`src/rtl/escalonador_elevador_if.sv`:
```
// Call, sensor and command bundle of the three-floor elevator scheduler.
// The slave side is the scheduler; the master side is whatever drives the car.
interface escalonador_elevador_if;
  logic [2:0] chamada;
  logic [2:0] sensor_andar;
  logic       cheio;
  logic       motor_sobe;
  logic       motor_desce;
  logic       porta_aberta;
  logic [2:0] pendente;
  logic [1:0] andar;
  logic [2:0] estado;
  logic       erro;

  modport slave (
    input  chamada, sensor_andar, cheio,
    output motor_sobe, motor_desce, porta_aberta, pendente, andar, estado, erro
  );

  modport master (
    output chamada, sensor_andar, cheio,
    input  motor_sobe, motor_desce, porta_aberta, pendente, andar, estado, erro
  );
endinterface

```
`src/rtl/escalonador_elevador.sv`:
```
// Three-floor elevator scheduler: latches calls, sweeps in the current direction,
// holds the door for T_PORTA ticks and locks into FALHA on an impossible sensor reading.
module escalonador_elevador #(
  parameter int T_PORTA = 3
) (
  input logic                  clk,
  input logic                  reset,
  escalonador_elevador_if.slave io
);

  typedef enum logic [2:0] {
    PARADO   = 3'b000,
    SUBINDO  = 3'b001,
    DESCENDO = 3'b010,
    PORTA    = 3'b011,
    FALHA    = 3'b100
  } estado_t;

  localparam logic [3:0] T_LD = 4'(T_PORTA);

  estado_t    estado_q, estado_d;
  logic       dir_q, dir_d;
  logic [2:0] pendente_q, pendente_d;
  logic [1:0] andar_q, andar_d;
  logic [3:0] timer_q, timer_d;
  logic       motor_sobe_q, motor_sobe_d;
  logic       motor_desce_q, motor_desce_d;
  logic       porta_q, porta_d;
  logic       erro_q, erro_d;

  logic [2:0] sens;
  logic       fault, onehot;
  logic [1:0] sens_floor;
  logic [2:0] sens_mask, andar_mask, pend_latch, pend_dec;
  logic       above, below, want_up, want_down;

  assign sens       = io.sensor_andar;
  assign fault      = (sens[0] & sens[1]) | (sens[0] & sens[2]) | (sens[1] & sens[2]);
  assign onehot     = (sens != 3'b000) && !fault;
  assign sens_floor = sens[2] ? 2'd2 : (sens[1] ? 2'd1 : 2'd0);
  assign sens_mask  = sens;
  assign andar_mask = 3'b001 << andar_q;
  assign pend_latch = pendente_q | io.chamada;

  // The floor the car stands at never counts as "ahead" or "behind".
  assign pend_dec  = pendente_q & ~andar_mask;
  assign above     = (andar_q == 2'd0) ? (pend_dec[1] | pend_dec[2]) :
                     (andar_q == 2'd1) ? pend_dec[2] : 1'b0;
  assign below     = (andar_q == 2'd2) ? (pend_dec[0] | pend_dec[1]) :
                     (andar_q == 2'd1) ? pend_dec[0] : 1'b0;
  assign want_up   = dir_q ? above : (above & ~below);
  assign want_down = dir_q ? (below & ~above) : below;

  always_comb begin
    estado_d   = estado_q;
    dir_d      = dir_q;
    timer_d    = timer_q;
    pendente_d = pend_latch;
    andar_d    = onehot ? sens_floor : andar_q;

    if (fault) begin
      estado_d = FALHA;
    end else begin
      unique case (estado_q)
        PARADO: begin
          if ((pendente_q & andar_mask) != 3'b000) begin
            estado_d   = PORTA;
            timer_d    = T_LD;
            pendente_d = pend_latch & ~andar_mask;
          end else if (!io.cheio) begin
            if (want_up) begin
              estado_d = SUBINDO;
              dir_d    = 1'b1;
            end else if (want_down) begin
              estado_d = DESCENDO;
              dir_d    = 1'b0;
            end
          end
        end
        SUBINDO, DESCENDO: begin
          if (onehot && (pendente_q & sens_mask) != 3'b000) begin
            estado_d   = PORTA;
            timer_d    = T_LD;
            pendente_d = pend_latch & ~sens_mask;
          end else if ((estado_q == SUBINDO && sens == 3'b100) ||
                       (estado_q == DESCENDO && sens == 3'b001)) begin
            estado_d = PARADO;
          end
        end
        PORTA: begin
          pendente_d = pend_latch & ~andar_mask;
          if (io.cheio || (io.chamada & andar_mask) != 3'b000) begin
            timer_d = T_LD;
          end else if (timer_q <= 4'd1) begin
            // Door closes on the edge the count reaches zero; pick the next move now.
            timer_d  = 4'd0;
            estado_d = PARADO;
            if (want_up) begin
              estado_d = SUBINDO;
              dir_d    = 1'b1;
            end else if (want_down) begin
              estado_d = DESCENDO;
              dir_d    = 1'b0;
            end
          end else begin
            timer_d = timer_q - 4'd1;
          end
        end
        default: estado_d = FALHA;
      endcase
    end

    motor_sobe_d  = (estado_d == SUBINDO);
    motor_desce_d = (estado_d == DESCENDO);
    porta_d       = (estado_d == PORTA);
    erro_d        = (estado_d == FALHA);
  end

  always_ff @(posedge clk or negedge reset) begin
    if (!reset) begin
      estado_q      <= PARADO;
      dir_q         <= 1'b1;
      pendente_q    <= 3'b000;
      andar_q       <= 2'b00;
      timer_q       <= 4'd0;
      motor_sobe_q  <= 1'b0;
      motor_desce_q <= 1'b0;
      porta_q       <= 1'b0;
      erro_q        <= 1'b0;
    end else begin
      estado_q      <= estado_d;
      dir_q         <= dir_d;
      pendente_q    <= pendente_d;
      andar_q       <= andar_d;
      timer_q       <= timer_d;
      motor_sobe_q  <= motor_sobe_d;
      motor_desce_q <= motor_desce_d;
      porta_q       <= porta_d;
      erro_q        <= erro_d;
    end
  end

  assign io.estado       = estado_q;
  assign io.motor_sobe   = motor_sobe_q;
  assign io.motor_desce  = motor_desce_q;
  assign io.porta_aberta = porta_q;
  assign io.pendente     = pendente_q;
  assign io.andar        = andar_q;
  assign io.erro         = erro_q;

endmodule

```
`src/flat_wrapper.sv`:
```
// flat-port wrapper written by rule: the top's interface ports become plain ports
module escalonador_elevador_flat 
#(
  parameter int T_PORTA = 3
)
  (clk, reset, io_chamada, io_sensor_andar, io_cheio, io_motor_sobe, io_motor_desce, io_porta_aberta, io_pendente, io_andar, io_estado, io_erro);
  escalonador_elevador_if io_i ();
  input logic clk;
  input logic reset;
  input wire logic [$bits(io_i.chamada)-1:0] io_chamada;
  input wire logic [$bits(io_i.sensor_andar)-1:0] io_sensor_andar;
  input wire logic [$bits(io_i.cheio)-1:0] io_cheio;
  output wire logic [$bits(io_i.motor_sobe)-1:0] io_motor_sobe;
  output wire logic [$bits(io_i.motor_desce)-1:0] io_motor_desce;
  output wire logic [$bits(io_i.porta_aberta)-1:0] io_porta_aberta;
  output wire logic [$bits(io_i.pendente)-1:0] io_pendente;
  output wire logic [$bits(io_i.andar)-1:0] io_andar;
  output wire logic [$bits(io_i.estado)-1:0] io_estado;
  output wire logic [$bits(io_i.erro)-1:0] io_erro;
  assign io_i.chamada = io_chamada;
  assign io_i.sensor_andar = io_sensor_andar;
  assign io_i.cheio = io_cheio;
  assign io_motor_sobe = io_i.motor_sobe;
  assign io_motor_desce = io_i.motor_desce;
  assign io_porta_aberta = io_i.porta_aberta;
  assign io_pendente = io_i.pendente;
  assign io_andar = io_i.andar;
  assign io_estado = io_i.estado;
  assign io_erro = io_i.erro;
  escalonador_elevador #(.T_PORTA(T_PORTA)) u_core (.clk(clk), .reset(reset), .io(io_i));
endmodule
```
`config.mk`:
```
export PLATFORM = sky130hd
export DESIGN_NAME = escalonador_elevador_flat
export DESIGN_NICKNAME = d
export VERILOG_FILES = /design/src/rtl/escalonador_elevador_if.sv /design/src/rtl/escalonador_elevador.sv /design/src/flat_wrapper.sv
export SDC_FILE = /design/constraint.sdc
export NUM_CORES = 1
export LEC_CHECK = 0
export CAP_MARGIN = 20
export CORE_ASPECT_RATIO = 1.1
export CORE_MARGIN = 3
export CORE_UTILIZATION = 50
export CTS_CLUSTER_DIAMETER = 40
export DETAILED_ROUTE_END_ITERATION = 10
export PLACE_DENSITY = 0.73
export RECOVER_POWER = 25
export SLEW_MARGIN = 20
export SYNTH_ARGS = -nofsm -noshare
export SYNTH_HDL_FRONTEND = slang
export SYNTH_SLANG_ARGS = --single-unit
```
`constraint.sdc`:
```
create_clock -name clk -period 2.2 [get_ports clk]
set_input_delay 0.44 -clock clk [delete_from_list [all_inputs] [get_ports clk]]
set_output_delay 0.44 -clock clk [all_outputs]
set_load 0.01 [all_outputs]
```
* Yosys cells after proc, flatten, opt, wreduce, memory -nomap -nowiden
Index checks and enable logic that the tools add are counted.
** Operators by class
- Multiplexer cells :: 36
- Eq/ne operators :: 17
- Magnitude comparators :: 1
- Bitwise logic cells :: 21
- Add/subtract/negate cells :: 1
- Shifts and indexed selects :: 1
- Reduce and logical (&&, ||, !) cells :: 18
** Operators by type and width (count)
- two-way mux 3 bit :: 13
- AND 3 bit :: 6
- case mux 3 bit (3 select lines) :: 2
- two-way mux 4 bit :: 4
- nonzero test 3 bit :: 5
- two-way mux 1 bit :: 13
- equality test 3 x 2 -> 1 bit, second input constant :: 4
- case mux 4 bit (3 select lines) :: 1
- equality test 3 x 1 -> 1 bit, second input constant :: 3
- equality test 3 bit, second input constant :: 2
- != test 2 x 1 -> 1 bit, second input constant :: 3
- != test 2 bit, second input constant :: 3
- NOT 3 bit :: 2
- AND reduction 6 bit :: 1
- AND 1 bit :: 5
- <= comparator 4 x 1 -> 1 bit, second input constant :: 1
- logical AND 1 bit :: 4
- two-way mux 2 bit :: 2
- OR 1 bit :: 4
- AND reduction 4 bit :: 1
- subtractor 4 x 1 -> 4 bit, second input constant :: 1
- logical NOT 3 bit :: 1
- NOT 1 bit :: 3
- OR 3 bit :: 1
- 9 further kinds :: 10
** Word-level totals
- Output and inout port bits :: 12
- Register bits after elaboration :: 17
- Word-level logic and storage cells :: 104

* Logic depth before layout (Yosys ltp)
- Word-level depth :: 15
- Depth in mapped cells :: 6
- Mapped depth without buffers :: 6

* Least setup slack after synthesis
No wires, ideal clock.
- Path type :: reg-to-reg
- From :: reg u_core.andar_q[0] (netlist: u_core.io.andar[0])
- To :: reg u_core.timer_q[0]
- Required time :: 2075 ps
- Period minus slack after synthesis :: 1835 ps
- Setup slack :: 365 ps
- Cell stages (with the launch flop) :: 7
- Data arrival time :: 1710 ps
- Path through :: dfrtp_1 buf_2 nor2b_4 a221o_1 nor3_2 o21ai_0 mux2_2
** Between the ends
- Word-level cells in the longest chain between the ends :: 6
- Elaborated cells on any way between the ends :: 10
- Those cells by class :: 1 x eq/ne; 1 x shift; 2 x mux; 2 x bitwise; 4 x reduce/logical
** Ends and longest elaborated chain
- start: declaration :: line escalonador_elevador.sv:24 : logic [1:0] andar_q, andar_d;
- start signal: assignment :: line escalonador_elevador.sv:134 : andar_q <= andar_d;
- left shift 1 x 2 -> 3 bit (*) :: line escalonador_elevador.sv:42 : assign andar_mask = 3'b001 << andar_q;
- AND 3 bit :: line escalonador_elevador.sv:92 : if (io.cheio || (io.chamada & andar_mask) != 3'b000) begin
- nonzero test 3 bit :: line escalonador_elevador.sv:92
- logical OR 1 bit :: line escalonador_elevador.sv:92
- two-way mux 4 bit :: line escalonador_elevador.sv:92
- case mux 4 bit (3 select lines) :: line escalonador_elevador.sv:64 : unique case (estado_q)
- end signal: assignment :: line escalonador_elevador.sv:135 : timer_q <= timer_d;
- end: declaration :: line escalonador_elevador.sv:25 : logic [3:0] timer_q, timer_d;
Mark *: on every way between the ends. The rest lies on a longest branch, timed or not.
A chain may end at the register's enable or synchronous reset.

* Final worst setup path
- From :: in io_chamada[0]
- To :: reg u_core.motor_desce_q (netlist: u_core.io.motor_desce)
** Between the ends
- Word-level cells in the longest chain between the ends :: 7
** Ends and longest elaborated chain
- start: declaration :: line flat_wrapper.sv:10 : input wire logic [$bits(io_i.chamada)-1:0] io_chamada;
- AND 3 bit :: line escalonador_elevador.sv:92
- nonzero test 3 bit :: line escalonador_elevador.sv:92
- logical OR 1 bit :: line escalonador_elevador.sv:92
- two-way mux 3 bit :: line escalonador_elevador.sv:92
- case mux 3 bit (3 select lines) :: line escalonador_elevador.sv:64
- two-way mux 3 bit :: line escalonador_elevador.sv:61 : if (fault) begin
- equality test 3 x 2 -> 1 bit :: line escalonador_elevador.sv:114 : motor_desce_d = (estado_d == DESCENDO);
- net u_core.motor_desce_d :: line escalonador_elevador.sv:27 : logic motor_desce_q, motor_desce_d;
- end signal: assignment :: line escalonador_elevador.sv:137 : motor_desce_q <= motor_desce_d;
- end: declaration :: line escalonador_elevador.sv:27
The timed path passes the listed nets, and every way through them passes these cells.

==> run_results.csv <==
group,metric,value,unit
clock_tree,cts.sink_count,17,
place,dpl_cell_area,0.001490,mm²
routing,drt-total-wl,2.956,mm
synth,synthMuxAreaShare,5.363,%
floorplanning,rows,17,
routing,antenna_left,0,
critical_path,crit_type,"primary input to flip-flop",
outcome,run_status,"finished clean",
synth,netlist_area,0.001190,mm²
timing,setup_viol,0,
clock_tree,cts_resized,0,
critical_path,cpPeakStageDelay,0.44,ns
place,io_buffers,20,
global_routing,antenna_found_initial,0,
hold_path,hold_path.startpoint,"u_core.dir_q$_DFFE_PN1P_",
critical_path,path_cells,"clkdlybuf4s50_1 > mux2_1 > a221o_1 > nand2b_1 > a221oi_2 > and3_1",
floorplanning,io_pins,21,
final_layout,n_fill_cell,164,
global_routing,grt_usage,21.36,%
synth,synthArstFlopShare,100.0,%
clock_tree,cts-htree-levels,1,
routing,drc,0,
timing,fin_ws,0.1246,ns
critical_path,reg2reg_slack,0.26,ns
global_routing,grt_max_degree,18,
synth,ys_ff_latch,17,
synth,synthAdderAreaFrac,2.103,%
final_layout,final_common_cell,"clkdlybuf4s50_1",
synth,synth_top_family_by_area,"compound AO/OA/AOI/OAI gates",
critical_path,r2r_start,"u_core.io.andar[0]$_DFFE_PN0P_",
critical_path,crit_start,"io_chamada[0]",
final_layout,nets,172,
timing,period_needed,2.075,ns
critical_path,endpoint_kind,"flip-flop",
pwr,p_leak,0.5915,nW
synth,synthSimpleGateAreaFrac,24.61,%
synth,ys_seq_area_share,35.86,%
critical_path,arrival,2.31,ns
critical_path,required,2.44,ns
timing,clock_skew,0.003900,ns
clock_tree,cts_hold_buf,0,
hold_path,hold_class,"flip-flop to flip-flop",
synth,synth.net_count,140,
timing,rsz0062_at_grt,"false",
critical_path,crit_fanout,4,
hold_path,whs_path_depth,1,
final_layout,final_cell_mix,"clkdlybuf4s50_1 (19), dfrtp_1 (16), buf_4 (12), o21ai_0 (11), inv_1 (10)",
routing,drt_first_pass_iters,4,
place,hpwl,2.248,mm
timing,max_clock_freq,0.4818,GHz
timing,maxSlewViolCount,0,
pwr,vdd_drop_max,0.0004744,V
critical_path,r2r-end,"u_core.io.motor_desce$_DFF_PN0_",
synth,syn_avg_cell_area,9.224,µm²
critical_path,worst_setup_path_start_kind,"primary input",
timing,holdWs,0.4982,ns
clock_tree,cts_root_buf,"clkbuf_4",
final_layout,antennaDiodeCount,0,
synth,ys.flop_type,"dfrtp_1",
synth,synth_compound_area_share,25.45,%
global_routing,grt_overflow,0,
synth,syn-instance-count,129,
synth,yosysUniqueCellTypes,51,
pwr,power.density,490.4,mW/mm²
clock_tree,clk_path_buf_depth,2,
floorplanning,die_w,52.51,µm
timing,finalHoldViolCount,0,
routing,viasPerCell,5.957,
synth,synthXorXnorAreaFrac,0.7361,%
timing,worst_slew_pin_slew,0.9301,ns
clock_tree,path_clk_slew,0.10,ns
clock_tree,clock_latency,0.29,ns
synth,ys.warnings.count,0,
timing,maxSlewHeadroom,37.99,%
place,preCtsSetupSlack,-0.1643,ns
global_routing,grt_pass1_wl,4.823,mm
clock_tree,postCtsSetupBuffers,0,
routing,routedWlPerCell,15.72,µm
clock_tree,cts_tree,"done",
clock_tree,cts_made_buffers,3,
critical_path,critPathSlowestCell,"clkdlybuf4s50_1",
routing,drt_iter0_drc,34,
critical_path,r2r_cells,5,
floorplanning,initial_core_util,55.94,%
run,max_cap_viol_count,0,
final_layout,drive_above_1_share,17.50,%
timing,period_share,94.34,%
final_layout,area_delta_synth_final,27.23,%
hold_path,hold_end,"u_core.dir_q$_DFFE_PN1P_",
floorplanning,die_y,57.17,µm
routing,vias,1120,
floorplanning,dieArea,0.003002,mm²
floorplanning,fp.coreArea,0.002127,mm²
synth,synth_edf_count,0,
final_layout,final_area,0.001514,mm²
global_routing,grt_pass1_vias,1037,
place,gp_congestion,0.8884,
-- cells in the mapped netlist, types with 3 or more instances --
cell type / count / area [µm²]
a21oi_1: 7 / 35.03
nor3_1: 4 / 20.02
inv_1: 10 / 37.54
nor2_1: 8 / 30.03
nand3_1: 3 / 15.01
dfrtp_1: 16 / 400.4
o21ai_0: 11 / 55.05
nand2b_1: 4 / 25.02
o22ai_1: 3 / 18.77
o22a_1: 3 / 26.28
nand2_1: 6 / 22.52
mux2i_1: 3 / 30.03
-- cells by family after synthesis --
| logic type | after synthesis |
|---|---|
| compound gates | 41 |
| xor+xnor | 1 |
| fa+ha+maj | 2 |
| buf+inv | 16 |
| flops | 17 |
| mux | 6 |
| simple gates | 46 |
-- worst max-delay path by stage --
stage	end	slack, ns
after floorplan	u_core.timer_q[0]$_DFFE_PN0P_	0.37
after global placement	u_core.io.porta_aberta$_DFF_PN0_	-0.12
after detailed placement	u_core.timer_q[1]$_DFFE_PN0P_	-0.16
after CTS	u_core.io.motor_desce$_DFF_PN0_	0.15
after global routing	u_core.io.motor_sobe$_DFF_PN0_	0.06
final	u_core.io.motor_desce$_DFF_PN0_	0.12
-- worst max-delay path, delay by kind of cell --
kind	cells	cell delay [ns]
AND/OR/NAND/NOR	2	0.40
AO/OA/AOI/OAI	2	0.71
multiplexers	1	0.32
buffers and inverters	1	0.44
-- per-stage QoR --
stage | total power, mW | TNS, ns | util, % | cells
finish | 0.7425 | 0 | 71.18 | 188
floorplan | 0.4967 | 0 | - | 129
detailed placement | 0.5742 | -1.100 | 70.06 | 184
global placement | 0.5694 | -0.7239 | 70.06 | 184
CTS | 0.7428 | 0 | 71.35 | 188
global route | 0.7874 | 0 | 71.18 | 188
-- cell type report --
cell class                      count  area (µm²)  area share [%]
Timing Repair Buffer               33       294.0           19.42
Clock buffer                        3       22.52           1.488
Multi-Input combinational cell     96       693.2           45.79
Tap cell                           28       35.03           2.314
Sequential cell                    17       426.7           28.18
Clock inverter                      1       5.005          0.3306
Inverter                           10       37.54           2.479
-- sequential cells by signal, summed over array words and instances, names as in the netlist --
name	flops
u_core.io.pendente	3
u_core.io.estado	3
u_core.io.andar	2
u_core.io.motor_sobe	1
u_core.io.motor_desce	1
u_core.dir_q	1
u_core.io.erro	1
u_core.io.porta_aberta	1
u_core.timer_q	4
-- per-layer routing --
metal / vias up / part of all wire, % / GRT usage [%]
met4: 0 / 2.1 / 9.854
met2: 36 / 46 / 31.91
li1: 544 / - / -
met5: - / 0 / 0
met3: 6 / 6.0 / 3.655
met1: 534 / 45 / 29.82
-- where the power goes --
| part | internal [mW] | switching (mW) |
|---|---|---|
| Clock | 0.0677 | 0.105 |
| Sequential | 0.338 | 0.0238 |
| Combinational | 0.101 | 0.107 |
(Power assumes the default switching activity.)
